<file path="config.mk">
export PLATFORM = sky130hd
export DESIGN_NAME = kernel_stream_feeder
export DESIGN_NICKNAME = d
export VERILOG_FILES = /design/src/rtl/kernel_stream_feeder.sv
export SDC_FILE = /design/constraint.sdc
export NUM_CORES = 1
export LEC_CHECK = 0
export CORE_MARGIN = 4
export CORE_UTILIZATION = 40
export CTS_CLUSTER_SIZE = 20
export DETAILED_ROUTE_END_ITERATION = 10
export GPL_ROUTABILITY_DRIVEN = 0
export SYNTH_ARGS = -nofsm -noshare
export SYNTH_HDL_FRONTEND = slang
export SYNTH_SLANG_ARGS = --single-unit
</file>
<file path="constraint.sdc">
create_clock -name clk -period 9.8 [get_ports clk]
set_input_delay 1.96 -clock clk [delete_from_list [all_inputs] [get_ports clk]]
set_output_delay 1.96 -clock clk [all_outputs]
set_load 0.02 [all_outputs]
</file>
<file path="src/rtl/kernel_stream_feeder.sv">
// Streams len words from a 1-cycle-latency synchronous memory onto a valid/ready port.
// A 2-entry FIFO with credit-based read issue sustains one word per cycle.
module kernel_stream_feeder #(
    parameter int STREAMW = 32,
    parameter int ADDRW   = 10
) (
    input  logic               clk,
    input  logic               rst,
    input  logic               start,
    input  logic [ADDRW:0]     len,
    output logic               busy,
    output logic               done,
    output logic               mem_rd_en,
    output logic [ADDRW-1:0]   mem_addr,
    input  logic [STREAMW-1:0] mem_rdata,
    output logic               ovalid,
    input  logic               oready,
    output logic [STREAMW-1:0] odata
);

    localparam logic [1:0] S_IDLE  = 2'd0;
    localparam logic [1:0] S_RUN   = 2'd1;
    localparam logic [1:0] S_DRAIN = 2'd2;
    localparam logic [1:0] S_ZERO  = 2'd3;

    localparam logic [ADDRW:0] CNT_ONE = {{ADDRW{1'b0}}, 1'b1};

    logic [1:0]         state;
    logic [ADDRW:0]     len_r;
    logic [ADDRW:0]     rd_cnt;
    logic [ADDRW:0]     out_cnt;
    logic               inflight;
    logic [1:0]         fifo_cnt;
    logic [STREAMW-1:0] tail;
    logic               push;
    logic               pop;
    logic [2:0]         occ;

    assign push     = inflight;
    assign pop      = ovalid & oready;
    assign ovalid   = (fifo_cnt != 2'd0);
    assign busy     = (state == S_RUN) || (state == S_DRAIN);
    assign mem_addr = rd_cnt[ADDRW-1:0];

    // Occupancy after this cycle's pop: stored words plus the read already in flight.
    assign occ       = {1'b0, fifo_cnt} + {2'b00, inflight} - {2'b00, pop};
    assign mem_rd_en = (state == S_RUN) && (rd_cnt < len_r) && (occ < 3'd2);

    always_ff @(posedge clk) begin
        if (rst) begin
            state    <= S_IDLE;
            len_r    <= '0;
            rd_cnt   <= '0;
            out_cnt  <= '0;
            inflight <= 1'b0;
            fifo_cnt <= '0;
            tail     <= '0;
            odata    <= '0;
            done     <= 1'b0;
        end else begin
            done     <= 1'b0;
            inflight <= mem_rd_en;
            if (mem_rd_en) rd_cnt <= rd_cnt + CNT_ONE;
            if (pop)       out_cnt <= out_cnt + CNT_ONE;

            // odata is the FIFO head register; tail only holds the second entry.
            if (push && !pop) begin
                if (fifo_cnt == 2'd0) odata <= mem_rdata;
                else                  tail  <= mem_rdata;
                fifo_cnt <= fifo_cnt + 2'd1;
            end else if (!push && pop) begin
                odata    <= tail;
                fifo_cnt <= fifo_cnt - 2'd1;
            end else if (push && pop) begin
                if (fifo_cnt == 2'd1) begin
                    odata <= mem_rdata;
                end else begin
                    odata <= tail;
                    tail  <= mem_rdata;
                end
            end

            case (state)
                S_IDLE: begin
                    if (start) begin
                        len_r   <= len;
                        rd_cnt  <= '0;
                        out_cnt <= '0;
                        if (len == '0) begin
                            state <= S_ZERO;
                            done  <= 1'b1;
                        end else begin
                            state <= S_RUN;
                        end
                    end
                end
                S_RUN: begin
                    if (mem_rd_en && (rd_cnt + CNT_ONE == len_r)) state <= S_DRAIN;
                end
                S_DRAIN: begin
                    if (pop && (out_cnt + CNT_ONE == len_r)) begin
                        state <= S_IDLE;
                        done  <= 1'b1;
                    end
                end
                default: state <= S_IDLE;
            endcase
        end
    end

endmodule

</file>
==> qor.yml <==
dieHeight_um: 122
pwr-share-seq: 0.338
finalSetupTns_ns: 0
p_total_mw: 1.70
crit_path_max_fanout: 14
viasPerCell: 5.12
grt_antenna_before_repair: 0
final_area_sq_um: 6420
drt-total-wl_mm: 12.6
setup_violations: 0
syn_inst: 630
post_cts_buffers: 0
dieArea_sq_um: 14800
cts_max_path_buffers: 2
synth_fp_nets: 696
pwr-share-comb: 0.427
cp-end-kind: "primary output"
switching_share: 0.373
die_w_um: 122
yosysWarnings: 0
power_density_nw_per_um2: 265
p_clk_frac: 0.234
clock_skew_ns: 0.00445
timing.reg2reg.setup_slack_ns: 6.07
initial_core_util: 0.409
cts_buffers: 9
switching_power_mw: 0.634
syn_avg_cell_area_sq_um: 8.22
syn_area_sq_um: 5180
first_iter_violations: 234
grt_pass1_wl_mm: 20.8
htreeDepth: 3
holdBufCountCts: 0
cap_violations: 0
critPathArrivalTime_ns: 5.48
area_growth_pct: 23.9
synth_area_leader_cell: "dfxtp_1"
ys.flop_type: "dfxtp_1"
drcViolationCount: 0
min_period_ns: 7.44
clkTransAtPathRegs_ns: 0.07
hold_viol: 0
cts-resized-gates: 0
clkLatencyLatePin_ns: 0.35
synth_edf_count: 0
grt_use_total: 0.175
core_area_sq_um: 12700
drtAntennaViolNets: 0
placedInstanceArea_sq_um: 6090
ys_ff_latch: 103
fin_nets: 750
ys_seq_area_frac: 0.398
port_buffers: 92
synth_cell_types: 51
peakVddDrop_mv: 0.154
min_path_type: "register to register"
critical_path_class: "input port to primary output"
root_buffer: "clkbuf_16"
fmax_mhz: 134
rsz0062_at_grt: "false"
cp.required_ns: 7.84
relSlewSlack: 0.166
worst_slew_pin_slew_ns: 1.25
vias: 4410
std_cell_rows: 41
slew_viol_final: 0
async_reset_ff_frac: 0
internal_power_mw: 1.07
synth_most_common_cell: "nand2_1"
first_pass_iters: 4
clock-sinks: 103
synth_area_leaders: "dfxtp_1, nand2_1, mux2i_1"
io_pins: 93
drive_above_1_share: 0.0464
grt_max_degree: 80
dp_hpwl_mm: 8.87
hold_slack_ns: 0.456
diodes: 0
p_leak_nw: 2.19
critPathLaunchType: "input port"
synth_top_area_share: 0.398
grt-ovfl-total: 0
run_status: "completed"
synthTopCellsByCount: "nand2_1, dfxtp_1, nor2_1, a21oi_1, a211oi_1"
grt_pass1_vias: 4284
finalCritPeriodShare: 0.759
wl_per_cell_um: 14.7
cts_tree: "built"
## worst paths after layout
path | start | endpoint | depth (start not counted)
min reg2reg | tail[6] | tail[6] | 2
max | oready | mem_rd_en | 11
min | tail[6] | tail[6] | 2
max reg2reg | fifo_cnt[1] | state[0] | 14
## state kept, by name, indices dropped and copies added (netlist names), 2 cells and up
register,cells
tail,32
out_cnt,11
fifo_cnt,2
odata,32
len_r,11
state,2
rd_cnt,11
## metal layers
| layer | part of all wire | wire (um) | up-vias | track usage |
|---|---|---|---|---|
| li1 | - | - | 2234 | - |
| met1 | 0.47 | 5970 | 2088 | 0.233 |
| met2 | 0.46 | 5840 | 78 | 0.275 |
| met3 | 0.051 | 650 | 10 | 0.0469 |
| met4 | 0.013 | 170 | 0 | 0.0630 |
| met5 | 0 | 0 | - | 0 |
## power by group through the flow
| stage | clock, mW | sequential (mW) | combinational (mW) |
|---|---|---|---|
| floorplan | 0 | 0.641 | 0.415 |
| global placement | 0 | 0.583 | 0.722 |
| detailed placement | 0 | 0.582 | 0.731 |
| CTS | 0.407 | 0.576 | 0.734 |
| global route | 0.425 | 0.587 | 0.804 |
| finish | 0.398 | 0.575 | 0.727 |
## logic make-up after synthesis
| family | count (synthesis) | synth area share |
|---|---|---|
| flops | 103 | 0.398 |
| fa+ha+maj | 20 | 0.0493 |
| xor+xnor | 48 | 0.0812 |
| buf+inv | 72 | 0.0630 |
| compound gates | 108 | 0.135 |
| mux | 34 | 0.0657 |
| simple gates | 245 | 0.208 |
## layout make-up
class	instances	area, sq um
sequential	103	2060
tap	172	215
multi-input combinational	455	2800
clock buffer	10	239
inverter	20	75.1
timing repair buffer	95	938
clock inverter	6	92.6
fill	1232	6250
## worst max-delay path: stages
cell and delay [ns]:
clkdlybuf4s50_1 0.50, nor2b_1 0.71, xnor2_1 0.24, nand2_1 0.11
fa_1 0.50, nand3b_1 0.08, a211oi_1 0.24, nand2_1 0.07
o21ai_0 0.18, buf_4 0.25, clkdlybuf4s50_1 0.63
## metrics by stage
| stage | std cells | setup slack, ns | utilization |
|---|---|---|---|
| 4_1_cts | 861 | 2.35 | 0.506 |
| 2_1_floorplan | 630 | 3.66 | - |
| 5_1_grt | 861 | 2.09 | 0.506 |
| 3_3_place_gp | 845 | 2.48 | 0.480 |
| 3_5_place_dp | 845 | 2.37 | 0.480 |
| 6_report | 861 | 2.36 | 0.506 |
## cell usage in the layout (no fill, tap or decap), types with 3 or more instances in the layout
| master | synthesis | layout |
|---|---|---|
| xor2_1 | 25 | 25 |
| a211oi_1 | 35 | 35 |
| nand4_1 | 10 | 10 |
| a21oi_1 | 49 | 49 |
| xnor2_1 | 23 | 23 |
| clkdlybuf4s50_1 | 0 | 91 |
| nor2_1 | 66 | 66 |
| nand2_1 | 117 | 116 |
| nor3_1 | 7 | 7 |
| and3_1 | 4 | 4 |
| nor2b_1 | 4 | 4 |
| mux2i_1 | 34 | 34 |
| or3_1 | 5 | 5 |
| and2_1 | 3 | 3 |
| ha_1 | 18 | 18 |
| inv_1 | 20 | 20 |
| dfxtp_1 | 103 | 103 |
| clkbuf_16 | 0 | 9 |
| buf_4 | 11 | 3 |
| o21ai_0 | 5 | 5 |
| nand3_1 | 15 | 15 |
(Power assumes the default switching activity.)
